## config.mk

```make
export PLATFORM = sky130hd
export DESIGN_NAME = shift_result_serializer_flat
export DESIGN_NICKNAME = d
export VERILOG_FILES = /design/src/rtl/shift_result_serializer_pkg.sv /design/src/rtl/shift_result_serializer_if.sv /design/src/rtl/shift_result_serializer_sync_fifo.sv /design/src/rtl/shift_result_serializer.sv /design/src/flat_wrapper.sv
export SDC_FILE = /design/constraint.sdc
export NUM_CORES = 1
export LEC_CHECK = 0
export BUFFER_PORTS_ARGS = -buffer_cell sky130_fd_sc_hd__buf_2
export CORE_MARGIN = 2
export CORE_UTILIZATION = 45
export CTS_BUF_LIST = sky130_fd_sc_hd__clkbuf_16
export CTS_CLUSTER_SIZE = 14
export DETAILED_ROUTE_END_ITERATION = 10
export REMOVE_ABC_BUFFERS = 1
export SYNTH_ARGS = -nofsm -noshare
export SYNTH_HDL_FRONTEND = slang
export SYNTH_SLANG_ARGS = --single-unit
```

## constraint.sdc

```tcl
create_clock -name clk -period 2.97 [get_ports clk]
set_input_delay 0.1485 -clock clk [delete_from_list [all_inputs] [get_ports clk]]
set_output_delay 0.1485 -clock clk [all_outputs]
set_load 0.005 [all_outputs]
```

## src/rtl/shift_result_serializer_pkg.sv

```systemverilog
// Shared types and constants for the shift result serializer.
// Opcode tags, field widths and the FIFO entry layout.
`timescale 1ns/1ps
package shift_pkg;

    localparam int TAG_W  = 3;
    localparam int DATA_W = 8;

    localparam int ENTRY_W = TAG_W + DATA_W;

    localparam logic [TAG_W-1:0] OP_PASS = 3'd0;
    localparam logic [TAG_W-1:0] OP_SLL  = 3'd1;
    localparam logic [TAG_W-1:0] OP_SRL  = 3'd2;
    localparam logic [TAG_W-1:0] OP_SLA  = 3'd3;
    localparam logic [TAG_W-1:0] OP_SRA  = 3'd4;
    localparam logic [TAG_W-1:0] OP_ROL  = 3'd5;
    localparam logic [TAG_W-1:0] OP_ROR  = 3'd6;

    typedef struct packed {
        logic [TAG_W-1:0]  tag;
        logic [DATA_W-1:0] data;
    } fifo_entry_t;

    // Even parity: XOR of every tag and data bit.
    function automatic logic even_parity(
        input fifo_entry_t e
    );
        return ^e;
    endfunction

endpackage

```

## src/rtl/shift_result_serializer_if.sv

```systemverilog
// Handshake bundle between the shift unit, the serializer
// and the serial sink.
`timescale 1ns/1ps
interface shift_result_serializer_if #(
    parameter int DEPTH = 4
);
    import shift_pkg::*;

    logic                   in_valid;
    logic                   in_ready;
    logic [DATA_W-1:0]      in_data;
    logic [TAG_W-1:0]       in_opcode;
    logic                   ser_out;
    logic                   ser_valid;
    logic                   ser_ready;
    logic                   ser_first;
    logic                   ser_last;
    logic [$clog2(DEPTH):0] fifo_count;

    // Producer / sink side.
    modport master (
        output in_valid,
        output in_data,
        output in_opcode,
        output ser_ready,
        input  in_ready,
        input  ser_out,
        input  ser_valid,
        input  ser_first,
        input  ser_last,
        input  fifo_count
    );

    // Serializer side.
    modport slave (
        input  in_valid,
        input  in_data,
        input  in_opcode,
        input  ser_ready,
        output in_ready,
        output ser_out,
        output ser_valid,
        output ser_first,
        output ser_last,
        output fifo_count
    );

endinterface

```

## src/rtl/shift_result_serializer_sync_fifo.sv

```systemverilog
// Synchronous FIFO with wrap-bit pointers.
// Count, full and empty come from registered pointers only.
`timescale 1ns/1ps
module sync_fifo #(
    parameter int WIDTH = 11,
    parameter int DEPTH = 4
) (
    input  logic                   clk,
    input  logic                   rst,
    input  logic                   push_i,
    input  logic                   pop_i,
    input  logic [WIDTH-1:0]       wdata_i,
    output logic [WIDTH-1:0]       rdata_o,
    output logic                   full_o,
    output logic                   empty_o,
    output logic [$clog2(DEPTH):0] count_o
);

    localparam int AW = $clog2(DEPTH);
    localparam logic [AW:0] DEPTH_C = (AW+1)'(DEPTH);

    logic [WIDTH-1:0] mem_q [DEPTH];
    logic [AW:0]      wr_ptr_q;
    logic [AW:0]      wr_ptr_d;
    logic [AW:0]      rd_ptr_q;
    logic [AW:0]      rd_ptr_d;

    // Pointer advance on push/pop.
    always_comb begin
        wr_ptr_d = wr_ptr_q;
        rd_ptr_d = rd_ptr_q;
        if (push_i) begin
            wr_ptr_d = wr_ptr_q + 1'b1;
        end
        if (pop_i) begin
            rd_ptr_d = rd_ptr_q + 1'b1;
        end
    end

    // Pointer registers; reset empties the FIFO.
    always_ff @(posedge clk or posedge rst) begin
        if (rst) begin
            wr_ptr_q <= '0;
            rd_ptr_q <= '0;
        end else begin
            wr_ptr_q <= wr_ptr_d;
            rd_ptr_q <= rd_ptr_d;
        end
    end

    // Storage write; contents need no reset.
    always_ff @(posedge clk) begin
        if (push_i) begin
            mem_q[wr_ptr_q[AW-1:0]] <= wdata_i;
        end
    end

    assign rdata_o = mem_q[rd_ptr_q[AW-1:0]];
    assign count_o = wr_ptr_q - rd_ptr_q;
    assign full_o  = (count_o == DEPTH_C);
    assign empty_o = (count_o == '0);

endmodule

```

## src/rtl/shift_result_serializer.sv

```systemverilog
// Buffers tagged shift results and emits each one as a
// framed serial bitstream: tag, data, optional even parity.
`timescale 1ns/1ps
module shift_result_serializer
    import shift_pkg::*;
#(
    parameter int DEPTH     = 4,
    parameter int MSB_FIRST = 1,
    parameter int PARITY_EN = 1
) (
    input  logic                     clk,
    input  logic                     rst,
    shift_result_serializer_if.slave bus
);

    localparam int FRAME_MAX = TAG_W + DATA_W + 1;
    localparam int FLEN =
        TAG_W + DATA_W + ((PARITY_EN != 0) ? 1 : 0);
    localparam int CNT_W = $clog2(FRAME_MAX);
    localparam logic [CNT_W-1:0] LAST_IDX = CNT_W'(FLEN - 1);

    typedef enum logic {
        IDLE  = 1'b0,
        SHIFT = 1'b1
    } state_e;

    state_e                 state_q;
    state_e                 state_d;
    logic [FLEN-1:0]        sreg_q;
    logic [FLEN-1:0]        sreg_d;
    logic [CNT_W-1:0]       bitcnt_q;
    logic [CNT_W-1:0]       bitcnt_d;

    logic                   push;
    logic                   pop;
    logic                   full;
    logic                   empty;
    logic [ENTRY_W-1:0]     rdata;
    logic [$clog2(DEPTH):0] count;

    fifo_entry_t            wentry;
    fifo_entry_t            head;
    logic [TAG_W-1:0]       tag_ord;
    logic [DATA_W-1:0]      data_ord;
    logic [FRAME_MAX-1:0]   frame_full;
    logic [FLEN-1:0]        frame_w;

    assign wentry.tag  = bus.in_opcode;
    assign wentry.data = bus.in_data;
    assign push        = bus.in_valid & ~full;

    sync_fifo #(
        .WIDTH (ENTRY_W),
        .DEPTH (DEPTH)
    ) u_fifo (
        .clk     (clk),
        .rst     (rst),
        .push_i  (push),
        .pop_i   (pop),
        .wdata_i (wentry),
        .rdata_o (rdata),
        .full_o  (full),
        .empty_o (empty),
        .count_o (count)
    );

    assign head = fifo_entry_t'(rdata);

    // Order each field so the bit to send next sits at the top.
    always_comb begin
        tag_ord  = '0;
        data_ord = '0;
        for (int i = 0; i < TAG_W; i++) begin
            tag_ord[i] = (MSB_FIRST != 0)
                       ? head.tag[i]
                       : head.tag[TAG_W-1-i];
        end
        for (int i = 0; i < DATA_W; i++) begin
            data_ord[i] = (MSB_FIRST != 0)
                        ? head.data[i]
                        : head.data[DATA_W-1-i];
        end
    end

    // Parity sits in the lowest slot and drops off when disabled.
    assign frame_full = {tag_ord, data_ord, even_parity(head)};
    assign frame_w    = frame_full[FRAME_MAX-1 -: FLEN];

    // Next state: load on pop, shift on each accepted bit.
    always_comb begin
        state_d  = state_q;
        sreg_d   = sreg_q;
        bitcnt_d = bitcnt_q;
        pop      = 1'b0;
        unique case (state_q)
            IDLE: begin
                if (!empty) begin
                    pop      = 1'b1;
                    sreg_d   = frame_w;
                    bitcnt_d = '0;
                    state_d  = SHIFT;
                end
            end
            SHIFT: begin
                if (bus.ser_ready) begin
                    if (bitcnt_q == LAST_IDX) begin
                        if (!empty) begin
                            pop      = 1'b1;
                            sreg_d   = frame_w;
                            bitcnt_d = '0;
                        end else begin
                            state_d = IDLE;
                        end
                    end else begin
                        sreg_d   = sreg_q << 1;
                        bitcnt_d = bitcnt_q + 1'b1;
                    end
                end
            end
            default: begin
                state_d = IDLE;
            end
        endcase
    end

    // State, shift register and bit counter.
    always_ff @(posedge clk or posedge rst) begin
        if (rst) begin
            state_q  <= IDLE;
            sreg_q   <= '0;
            bitcnt_q <= '0;
        end else begin
            state_q  <= state_d;
            sreg_q   <= sreg_d;
            bitcnt_q <= bitcnt_d;
        end
    end

    assign bus.ser_valid  = (state_q == SHIFT);
    assign bus.ser_out    = bus.ser_valid & sreg_q[FLEN-1];
    assign bus.ser_first  = bus.ser_valid
                          & (bitcnt_q == '0);
    assign bus.ser_last   = bus.ser_valid
                          & (bitcnt_q == LAST_IDX);
    assign bus.in_ready   = ~full;
    assign bus.fifo_count = count;

endmodule

```

## src/flat_wrapper.sv

```systemverilog
// flat-port wrapper written by rule: the top's interface ports become plain ports
module shift_result_serializer_flat import shift_pkg::*;
#(
    parameter int DEPTH     = 4,
    parameter int MSB_FIRST = 1,
    parameter int PARITY_EN = 1
)
  (clk, rst, bus_in_valid, bus_in_data, bus_in_opcode, bus_ser_ready, bus_in_ready, bus_ser_out, bus_ser_valid, bus_ser_first, bus_ser_last, bus_fifo_count);
  shift_result_serializer_if #(.DEPTH(DEPTH)) bus_i ();
  input  logic clk;
  input  logic rst;
  input wire logic [$bits(bus_i.in_valid)-1:0] bus_in_valid;
  input wire logic [$bits(bus_i.in_data)-1:0] bus_in_data;
  input wire logic [$bits(bus_i.in_opcode)-1:0] bus_in_opcode;
  input wire logic [$bits(bus_i.ser_ready)-1:0] bus_ser_ready;
  output wire logic [$bits(bus_i.in_ready)-1:0] bus_in_ready;
  output wire logic [$bits(bus_i.ser_out)-1:0] bus_ser_out;
  output wire logic [$bits(bus_i.ser_valid)-1:0] bus_ser_valid;
  output wire logic [$bits(bus_i.ser_first)-1:0] bus_ser_first;
  output wire logic [$bits(bus_i.ser_last)-1:0] bus_ser_last;
  output wire logic [$bits(bus_i.fifo_count)-1:0] bus_fifo_count;
  assign bus_i.in_valid = bus_in_valid;
  assign bus_i.in_data = bus_in_data;
  assign bus_i.in_opcode = bus_in_opcode;
  assign bus_i.ser_ready = bus_ser_ready;
  assign bus_in_ready = bus_i.in_ready;
  assign bus_ser_out = bus_i.ser_out;
  assign bus_ser_valid = bus_i.ser_valid;
  assign bus_ser_first = bus_i.ser_first;
  assign bus_ser_last = bus_i.ser_last;
  assign bus_fifo_count = bus_i.fifo_count;
  shift_result_serializer #(.DEPTH(DEPTH), .MSB_FIRST(MSB_FIRST), .PARITY_EN(PARITY_EN)) u_core (.clk(clk), .rst(rst), .bus(bus_i));
endmodule
```

Word-level counts from Yosys, hierarchy flattened
Memory sizes are Yosys's and may differ from the RTL's.
Index checks and enable logic that the tools add are counted.
Widths: inputs -> output; s select.
{"block": "word_totals", "ff_bits": 23, "mem_bits_rw": 44, "input_bits": 15, "out_inout_bits": 8, "word_cells": 39, "mem_count": 1}
{"name": "u_core.u_fifo.mem_q", "depth": 4, "word_bits": 11, "rd": 1, "rd_clocked_by_memory_dff": 0, "write_ports": 1, "line": "shift_result_serializer_sync_fifo.sv:22", "text": "logic [WIDTH-1:0] mem_q [DEPTH];"}
{"block": "classes", "addsub": 4, "eq_ne": 3, "mux": 17, "bitwise_logic": 6, "n_reduce_logical": 3}
{"operator": "$mux 12", "n": 3}
{"operator": "$pmux 12 s2", "n": 1}
{"operator": "$mux 4", "n": 3}
{"operator": "$reduce_xor 11->1", "n": 1}
{"operator": "$pmux 4 s2", "n": 1}
{"operator": "$mux 1", "n": 7}
{"operator": "$add 3x1->3 const B", "n": 2}
{"operator": "$add 4x1->4 const B", "n": 1}
{"operator": "$and 1x1->1", "n": 4}
{"operator": "$eq 4x4->1 const B", "n": 1}
{"operator": "$logic_not 4->1", "n": 1}
{"operator": "$pmux 1 s2", "n": 2}
{"operator": "$eq 3x3->1 const B", "n": 1}
{"operator": "$logic_not 3->1", "n": 1}
{"operator": "$sub 3x3->3", "n": 1}
{"operator": "$ne 2x2->1 const B", "n": 1}
{"operator": "$not 1->1", "n": 2}

Longest topological paths before layout
Gate-level depths: netlist of run 1.
{"block": "depth", "word_depth": 6, "mapped_depth": 9, "mapped_depth_nobuf": 8}

Hierarchy
A second synthesis of run 1 with hierarchy kept.
{"block": "hier_totals", "cells_unflattened": 178, "area_unflattened_um2": 2936.6}
{"mod": "sync_fifo", "n_inst": 1, "cells_each": 91, "area_each_um2": 1978.1, "seq_area_each_um2": 1471.4}
{"mod": "shift_result_serializer", "n_inst": 1, "cells_each": 87, "area_each_um2": 958.4, "seq_area_each_um2": 425.4}

Worst setup path before layout of run 1
No wires, ideal clock.
{"block": "synth_timing", "kind": "flip-flop to flip-flop", "start": "reg u_core.u_fifo.wr_ptr_q[0]", "end": "reg u_core.u_fifo.rd_ptr_q[1]", "t_arrival_ns": 2.169, "t_required_ns": 2.845, "path_slack_ns": 0.676, "path_stages_with_launch": 8, "n_path_buf": 0, "period_less_slack_ns": 2.294, "path_cell_list": "dfrtp_1 -> inv_1 -> ha_1 -> fa_1 -> xor3_1 -> nor3_2 -> nor3b_2 -> mux2_2"}
{"block": "synth_between", "elab_chain_cells": 6}
{"element": "start, declared", "line": "shift_result_serializer_sync_fifo.sv:23", "text": "logic [AW:0] wr_ptr_q;"}
{"element": "start signal, assigned", "line": "shift_result_serializer_sync_fifo.sv:46", "text": "wr_ptr_q <= wr_ptr_d;"}
{"element": "$sub 3x3->3 (*)", "line": "shift_result_serializer_sync_fifo.sv:59", "text": "assign count_o = wr_ptr_q - rd_ptr_q;"}
{"element": "via bus_fifo_count[2]", "line": "flat_wrapper.sv:21", "text": "output wire logic [$bits(bus_i.fifo_count)-1:0] bus_fifo_count;"}
{"element": "$logic_not 3->1 (*)", "line": "shift_result_serializer_sync_fifo.sv:61", "text": "assign empty_o = (count_o == '0);"}
{"element": "$mux 1 (*)", "line": "shift_result_serializer.sv:97, shift_result_serializer.sv:107"}
{"element": "$mux 1", "line": "shift_result_serializer.sv:106", "text": "if (bitcnt_q == LAST_IDX) begin"}
{"element": "$mux 1", "line": "shift_result_serializer.sv:105", "text": "if (bus.ser_ready) begin"}
{"element": "$pmux 1 s2 (*)", "line": "shift_result_serializer.sv:95", "text": "unique case (state_q)"}
{"element": "end signal, assigned", "line": "shift_result_serializer_sync_fifo.sv:47", "text": "rd_ptr_q <= rd_ptr_d;"}
{"element": "end, declared", "line": "shift_result_serializer_sync_fifo.sv:25", "text": "logic [AW:0] rd_ptr_q;"}
The timed path passes the listed nets; every way through them passes the cells marked *.
A chain may end at the register's enable or synchronous reset.

Worst setup path after layout of run 1
{"block": "layout_timing", "start": "reg u_core.u_fifo.rd_ptr_q[0]", "end": "reg u_core.u_fifo.rd_ptr_q[1]"}
{"block": "layout_between", "elab_chain_cells": 6}
{"element": "$sub 3x3->3", "line": "shift_result_serializer_sync_fifo.sv:59"}
{"element": "$logic_not 3->1", "line": "shift_result_serializer_sync_fifo.sv:61"}
{"element": "$mux 1", "line": "shift_result_serializer.sv:97, shift_result_serializer.sv:107"}
{"element": "$mux 1", "line": "shift_result_serializer.sv:106"}
{"element": "$mux 1", "line": "shift_result_serializer.sv:105"}
{"element": "$pmux 1 s2", "line": "shift_result_serializer.sv:95"}
Several ways; a longest one is shown, not always the timed one.

==> results of run 1 <==
[synth_stat cells (all sizes together) (2+ instances only)]
cell type,count
a21oi,7
ha,8
mux4,11
and2,2
and3,4
nor2,10
a22o,2
xor2,3
o21ai,10
a222oi,5
nor3,2
nand3,4
inv,15
edfxtp,44
nand2,10
dfrtp,23
xnor2,10
buf,3
[path summary, 6_finish.rpt]
| check | slack, ns | start | end |
|---|---|---|---|
| setup reg to reg | 0.35 | u_core.u_fifo.rd_ptr_q[0] | u_core.u_fifo.rd_ptr_q[1] |
| hold / removal | 0.001 | rst | u_core.bitcnt_q[3] |
| hold reg to reg | 0.50 | u_core.sreg_q[9] | u_core.sreg_q[10] |
| min in group clk | 0.03 | bus_in_data[1] | u_core.u_fifo.mem_q[3][1] |
| setup / recovery | 0.35 | u_core.u_fifo.rd_ptr_q[0] | u_core.u_fifo.rd_ptr_q[1] |
| max in group asynchronous | 2.42 | rst | u_core.sreg_q[8] |
[registers in the layout, indices dropped and copies added, names as in the netlist]
name	cells
u_core.u_fifo.rd_ptr_q	3
u_core.u_fifo.wr_ptr_q	3
u_core.sreg_q	12
u_core.bus.ser_valid	1
u_core.u_fifo.mem_q	44
u_core.bitcnt_q	4
[layout make-up]
class	instances	area share
Tap cell	77	0.0279
Clock buffer	9	0.0652
Multi-Input combinational cell	99	0.266
Inverter	15	0.0163
Timing Repair Buffer	30	0.0493
Sequential cell	67	0.549
Clock inverter	7	0.0264
[power by group through the flow]
stage          clock (W)  combinational [W]  sequential [W]
2_1_floorplan          0            0.00102         0.00144
3_3_place_gp           0            0.00138         0.00145
3_5_place_dp           0            0.00142         0.00147
4_1_cts          0.00113            0.00144         0.00145
5_1_grt          0.00118            0.00155         0.00148
6_report         0.00111            0.00141         0.00145
[per-stage QoR]
step                hold WS, ns  std cells  power, W   util  instance area [sq um]
finish                  0.00122        304   0.00397  0.550                   3450
global route             0.0272        304   0.00421  0.550                   3450
CTS                      0.0234        304   0.00402  0.550                   3450
detailed placement        0.363        288   0.00289  0.500                   3140
global placement          0.357        288   0.00283  0.500                   3140
floorplan                 0.150        181   0.00246      -                   2870
[metal layers]
| metal | share of wire | global-route usage | vias to the layer above |
|---|---|---|---|
| met3 | 0.051 | 0.0619 | 9 |
| met5 | 0 | 0 | - |
| met1 | 0.41 | 0.192 | 856 |
| li1 | - | - | 767 |
| met2 | 0.52 | 0.272 | 38 |
| met4 | 0.015 | 0.0572 | 0 |
[cells in the final DEF (no fill, tap or decap), types with 2 or more instances in the layout]
cell type,n
edfxtp_1,44
dfrtp_1,23
buf_2,22
inv_1,15
nor2_1,10
xnor2_1,10
nand2_1,10
clkbuf_16,9
o21ai_0,8
ha_1,8
buf_4,8
mux4_2,7
a21oi_1,7
a222oi_1,5
mux4_1,4
nand3_1,4
and3_1,4
xor2_1,3
a22o_1,2
and2_1,2
bufinv_16,2
clkinv_2,2
[worst reg2reg max path, stage by stage, from the launching register on]
cell and delay (ns):
dfrtp_1 0.51, ha_1 0.26, fa_1 0.38, xor3_1 0.28, nor3_2 0.10, nor3b_2 0.58, mux2_2 0.40
[cells by family (layout without fill, tap and decap cells)]
group / Yosys count / count (layout)
compound gates: 27 / 27
flops: 67 / 67
fa+ha+maj: 9 / 9
mux: 12 / 12
xor+xnor: 15 / 15
simple gates: 36 / 36
buf+inv: 19 / 61
==> metrics.yaml, run 1 <==
run_status:
  status: "completed"
synthesis:
  synth_compound_gate_area_share: 0.0622
  synth_top_family_by_area: "multiplexers"
  synthArstFlopShare: 0.343
  synth_cell_types: 35
  synth_seq_cells: 67
  yosysSeqAreaShare: 0.655
  synth_flop_cell: "edfxtp_1"
  syn_area_sq_mm: 0.00290
  yosys.area.top_type: "edfxtp_1"
  synth-adder-area-share: 0.0415
  synth_xor_area_frac: 0.0553
  synth_top_area_frac: 0.456
  syn_avg_cell_area_sq_um: 15.7
  synthTopCellsByArea: "edfxtp_1, dfrtp_1, mux4_2"
  syn_inst: 185
  synth-edff-count: 44
  synth.area.mux_share: 0.0946
  yosysWarnings: 0
  synth-simple-area-share: 0.0631
clock_network:
  postCtsHoldBufs: 0
  cts_resized: 0
  htreeDepth: 3
  clkTransAtPathRegs_ns: 0.05
  post_cts_buffers: 0
  cts_tree: "done"
  cts_buffer_depth: 2
  cts_made_buffers: 9
  cts_root_buf: "clkbuf_16"
  clk_latency_ns: 0.33
  clock-sinks: 67
critical_path:
  start_kind: "flop"
  arrival_ns: 2.83
  reg2regPathDepth: 6
  crit_fanout: 10
  cp-end-kind: "flop"
  worst_path_max_delay_cell: "nor3b_2"
  max_stage_delay_ns: 0.58
  cp.required_ns: 3.18
  critical_path_class: "flop to flop"
  cp_top_family: "simple AND/OR/NAND/NOR gates"
  worst-path-stages: 6
  path_cells: "ha_1 > fa_1 > xor3_1 > nor3_2 > nor3b_2 > mux2_2"
  path_buf_inv: 0
grt:
  grt_usage: 0.162
  grt_overflow: 0
  grt_pass1_wl_mm: 8.47
  antenna_found_initial: 0
  grt_max_degree: 24
  grt_pass1_vias: 1710
power:
  p_leak_nw: 1.42
  p_per_area_mw_per_mm2: 1150
  internal_power_w: 0.00275
  irDropWorstVdd_mv: 0.573
  p_switching_w: 0.00122
  p_seq_frac: 0.366
  p_comb_frac: 0.355
  pwr-share-clk: 0.279
  switching_share: 0.308
detailed_routing:
  dr.pass1.iters: 9
  ant_nets: 0
  via_count: 1670
  route.detailed.drc: 0
  vias_per_cell: 5.49
  drt-initial-drc-count: 221
  drt-total-wl_mm: 5.23
  wire_per_inst_um: 17.2
min_path:
  hold_path_class: "input port to async pin"
placement:
  routabilityCongestion: 0.931
  dpl.hpwl_mm: 3.52
  pre_cts_ws_ns: 0.399
  io_buffers: 22
sta:
  finalHoldViolCount: 0
  final_max_slew_viol_count: 0
  fin_worst_skew_ns: 0.00371
  period_minus_slack_ns: 2.62
  rsz0062_at_grt: "no"
  fin_crit_sh: 0.882
  finalSetupViolations: 0
  fin_tns_setup_ns: 0
  worst_pin_slew_ns: 0.873
  setup_slack_ns: 0.350
  fmax_ghz: 0.382
  slew_headroom: 0.417
flow_run:
  maxCapViolations: 0
floorplanning:
  start_util: 0.461
  io_pins: 23
  die_h_um: 84.2
  dieArea_sq_mm: 0.00709
  core_area_sq_mm: 0.00628
  dieWidth_um: 84.2
  rows: 29
finish:
  multi_input_area_sq_um: 917
  nNetsFinal: 246
  register_area_sq_mm: 0.00190
  filler_cell_count: 498
  drive_above_1_share: 0.247
  syn_to_final_growth_pct: 19.3
  antennaDiodeCount: 0
Note: power is estimated with default switching activity, not from simulation.
==> run 2: changes to the inputs <==
==> constraint.sdc (replaced) <==
create_clock -name clk -period 3.1 [get_ports clk]
set_input_delay 0.155 -clock clk [delete_from_list [all_inputs] [get_ports clk]]
set_output_delay 0.155 -clock clk [all_outputs]
set_load 0.005 [all_outputs]
==> run 2 against run 1 <==
Against the previous run:
- clock power fell by 14%
- die area unchanged
- global-route usage up 0.070 points
- via count down 0.96%
- combinational power about the same
- core utilization decreased by 0.98 points
- routed wire length up 1.3%
- sequential power fell by 6%
- hold slack better by 0.0099 ns
==> metrics.yaml, run 2 (same netlist as run 1, synthesis figures left out) <==
finish:
  drive_above_1_share: 0.224
  antennaDiodeCount: 0
  final_common_cell: "edfxtp_1"
  nNetsFinal: 242
  syn_to_final_growth_pct: 17.2
  instances_no_fill: 300
  largest_reg_flops: 44
  filler_cell_count: 514
  final_cell_mix: "edfxtp_1, dfrtp_1, buf_2, inv_1"
sta:
  fin_crit_sh: 0.848
  fin_tns_setup_ns: 0
  rsz0062_at_grt: "no"
  finalSetupViolations: 0
  slew_headroom: 0.415
  worst_pin_slew_ns: 0.877
  finalHoldViolCount: 0
  fmax_ghz: 0.380
  fin_worst_skew_ns: 0.00742
  period_minus_slack_ns: 2.63
  final_max_slew_viol_count: 0
critical_path:
  cp-end-kind: "flop"
  arrival_ns: 2.82
  critical_path_class: "flop to flop"
  start_kind: "flop"
  cp.required_ns: 3.29
  crit_fanout: 10
  reg2regPathDepth: 7
grt:
  grt_pass1_wl_mm: 8.58
  antenna_found_initial: 0
  grt_max_degree: 24
  grt_overflow: 0
  grt_usage: 0.163
  grt_pass1_vias: 1708
floorplanning:
  dieArea_sq_mm: 0.00709
  start_util: 0.461
  die_h_um: 84.2
  dieWidth_um: 84.2
  rows: 29
  core_area_sq_mm: 0.00628
  io_pins: 23
power:
  p_leak_nw: 1.39
  p_per_area_mw_per_mm2: 1090
  irDropWorstVdd_mv: 0.528
placement:
  dpl.cell_count: 284
  io_buffers: 22
  dpl.hpwl_mm: 3.49
  routabilityCongestion: 0.926
detailed_routing:
  wire_per_inst_um: 17.7
  via_count: 1654
  vias_per_cell: 5.51
  dr.pass1.iters: 4
  ant_nets: 0
  drt-total-wl_mm: 5.30
  route.detailed.drc: 0
  drt-initial-drc-count: 155
run_status:
  status: "completed"
clock_network:
  cts_tree: "done"
  cts_made_buffers: 9
  cts_resized: 0
  postCtsHoldBufs: 0
  clock-sinks: 67
  clkTransAtPathRegs_ns: 0.06
  htreeDepth: 3
  clk_latency_ns: 0.32
  cts_buffer_depth: 2
  cts_root_buf: "clkbuf_16"
  post_cts_buffers: 0
flow_run:
  maxCapViolations: 0
min_path:
  hold_path_class: "input port to async pin"
-- run 2: cell count changes in the layout (fill, tap and decap cells not counted) --
cell	previous run	this run
buf_4	8	4
clkinv_1	1	2
bufinv_16	2	1
inv_1	15	16
inv_6	1	0
-- run 2: critical path, cell delays in order (launching register included) --
cell and delay [ns]:
dfrtp_1 0.37, inv_1 0.11, ha_1 0.23, fa_1 0.39, xor3_1 0.28, nor3_2 0.10
nor3b_2 0.61, mux2_2 0.42
-- run 2: worst paths after layout --
check / to / startpoint / slack, ns
setup / recovery: u_core.u_fifo.rd_ptr_q[1] / u_core.u_fifo.wr_ptr_q[0] / 0.47
hold / removal: u_core.u_fifo.wr_ptr_q[2] / rst / 0.01
setup reg to reg: u_core.u_fifo.rd_ptr_q[1] / u_core.u_fifo.wr_ptr_q[0] / 0.47
hold reg to reg: u_core.sreg_q[9] / u_core.sreg_q[8] / 0.49
max in group asynchronous: u_core.sreg_q[11] / rst / 2.54
min in group clk: u_core.u_fifo.mem_q[2][1] / bus_in_data[1] / 0.04
-- run 2: where the power goes --
part           switching (W)  internal [W]  total (W)
logic               0.000711      0.000679    0.00139
clock network       0.000345      0.000611   0.000956
registers           0.000118       0.00124    0.00136
total                0.00117       0.00253    0.00371
-- run 2: final cells by class --
cell class                 count  area, sq um  share of cell area
inverter                      15         56.3              0.0166
timing repair buffer          26          140              0.0413
clock buffer                   9          225              0.0664
multi-input combinational     99          917               0.270
clock inverter                 7         60.1              0.0177
tap                           77         96.3              0.0284
sequential                    67         1900               0.559
-- run 2: through the flow --
stage               power, W  instance area [sq um]  hold WS (ns)  setup WS [ns]   util
finish               0.00371                   3390        0.0111          0.471  0.540
global route         0.00391                   3390        0.0481          0.396  0.540
CTS                  0.00375                   3390        0.0379          0.487  0.540
detailed placement   0.00278                   3110         0.370          0.545  0.495
global placement     0.00269                   3110         0.362          0.647  0.495
floorplan            0.00236                   2870         0.157          0.583      -
-- run 2: per-layer routing --
metal	wire length (um)	up-vias	share of wire	global-route usage
li1	-	760	-	-
met4	67	0	0.013	0.0704
met3	189	6	0.036	0.0393
met1	2310	848	0.44	0.202
met2	2730	40	0.52	0.273
met5	0	-	0	0
==> run 3: changes to the inputs <==
==> constraint.sdc (replaced) <==
create_clock -name clk -period 2.5 [get_ports clk]
set_input_delay 0.125 -clock clk [delete_from_list [all_inputs] [get_ports clk]]
set_output_delay 0.125 -clock clk [all_outputs]
set_load 0.005 [all_outputs]
==> run 3 against run 2 <==
Against the previous run:
- the flow now finishes with violations (negative hold slack)
- hold slack got worse by 0.025 ns
- total power rose by 24%
- die area stayed put
- largest cell class unchanged
- core utilization increased by 1.1 points
- routed wire length grew 0.36%
- critical path depth grew 1
- non-clock buffer count rose by 6
- cell count increased by 1.7%
- sequential cell count unchanged
- largest power group unchanged
- critical endpoint is now u_core.sreg_q[11]
- clock power up 13%
==> metrics.yaml, run 3 (same netlist as run 1, synthesis figures left out) <==
run_status:
  status: "finished with violations"
  violations: "negative hold slack"
sta:
  finalHoldViolCount: 23
  fmax_ghz: 0.415
  period_minus_slack_ns: 2.41
  worst_pin_slew_ns: 0.896
  slew_headroom: 0.401
  rsz0062_at_grt: "no"
  setup_slack_ns: 0.0885
  finalSetupViolations: 0
  fin_crit_sh: 0.965
  fin_worst_skew_ns: 0.00466
  whs_ns: -0.0141
  final_max_slew_viol_count: 0
finish:
  fin_area_sq_mm: 0.00346
  antennaDiodeCount: 0
  multi_input_area_sq_um: 928
  filler_cell_count: 496
  largest_reg_flops: 44
  nNetsFinal: 248
  final_util: 0.551
  register_area_sq_mm: 0.00190
  final_common_cell: "edfxtp_1"
  drive_above_1_share: 0.263
  instances_no_fill: 305
  syn_to_final_growth_pct: 19.5
  final_cell_mix: "edfxtp_1, buf_2, dfrtp_1, inv_1"
critical_path:
  reg2reg_from: "u_core.u_fifo.rd_ptr_q[0]"
  arrival_ns: 2.61
  r2r_end: "u_core.sreg_q[11]"
  crit_start: "u_core.u_fifo.rd_ptr_q[0]"
  ff2ff_setup_slack_ns: 0.09
  crit_fanout: 13
  reg2regPathDepth: 8
  start_kind: "flop"
  cp-end-kind: "flop"
  critical_path_class: "flop to flop"
  cp.required_ns: 2.70
clock_network:
  htreeDepth: 3
  cts_made_buffers: 9
  clk_latency_ns: 0.32
  clock-sinks: 67
  clkTransAtPathRegs_ns: 0.05
  cts_root_buf: "clkbuf_16"
  cts_tree: "done"
  cts_buffer_depth: 2
min_path:
  hold_path_class: "input port to async pin"
detailed_routing:
  drt-total-wl_mm: 5.32
  vias_per_cell: 5.47
  route.detailed.drc: 0
  dr.pass1.iters: 6
  via_count: 1668
  ant_nets: 0
  wire_per_inst_um: 17.4
  drt-initial-drc-count: 107
grt:
  grt_usage: 0.163
  grt_max_degree: 24
  grt_overflow: 0
  grt_pass1_vias: 1808
  antenna_found_initial: 0
  grt_pass1_wl_mm: 8.74
placement:
  routabilityCongestion: 0.881
  io_buffers: 22
  pre_cts_ws_ns: -0.0299
  placed_cell_area_sq_mm: 0.00318
  dpl.hpwl_mm: 3.61
  dpl.cell_count: 289
floorplanning:
  core_area_sq_mm: 0.00628
  start_util: 0.461
  die_h_um: 84.2
  rows: 29
  dieWidth_um: 84.2
  io_pins: 23
  dieArea_sq_mm: 0.00709
flow_run:
  maxCapViolations: 0
power:
  p_leak_nw: 1.41
  irDropWorstVdd_mv: 0.574
  p_per_area_mw_per_mm2: 1330
-- run 3: cell type report --
class                      count  area share
clock buffer                   9      0.0651
clock inverter                 6     0.00976
inverter                      15      0.0163
timing repair buffer          32      0.0644
sequential                    67       0.548
tap                           77      0.0278
multi-input combinational     99       0.268
-- run 3: how the worst max path moves through the flow --
stage / to / cells past startpoint
6_report: u_core.sreg_q[11] / 8
3_3_place_gp: u_core.sreg_q[10] / 8
5_1_grt: u_core.sreg_q[11] / 9
2_1_floorplan: u_core.u_fifo.rd_ptr_q[1] / 6
4_1_cts: u_core.sreg_q[11] / 8
3_5_place_dp: u_core.sreg_q[7] / 8
-- run 3: what timing repair did --
item / CTS / global route
hold endpoints to repair: 0 / 0
buffers inserted: 0 / 1
hold buffers: 0 / 0
pin swaps: 0 / 1
resized for setup: 1 / 4
setup endpoints to repair: 10 / 11
-- run 3: layer usage --
metal  routed length [um]  GRT usage
met5                    0          0
met3                  265     0.0374
met2                 2690      0.273
met1                 2260      0.202
met4                   96     0.0748
-- run 3: through the flow --
step	power, W	TNS, ns	hold slack, ns
after global placement	0.00342	0	0.333
final	0.00461	0	-0.0141
after floorplan	0.00292	-0.0170	0.127
after detailed placement	0.00350	-0.0950	0.341
after global routing	0.00490	0	0.0183
after CTS	0.00460	0	0.00686
-- run 3: critical path: stages, from the launching register on --
cell and delay [ns]:
dfrtp_2 0.49, ha_1 0.23, fa_1 0.38, xor3_2 0.26, nor3_4 0.05, buf_4 0.15, a21o_2 0.28, a222oi_1 0.35
inv_1 0.08
-- run 3: power by group --
part	switching (W)	internal (W)	total (W)
logic	0.000855	0.000956	0.00181
registers	0.000175	0.00154	0.00171
clock network	0.000429	0.000655	0.00108
total	0.00146	0.00315	0.00461
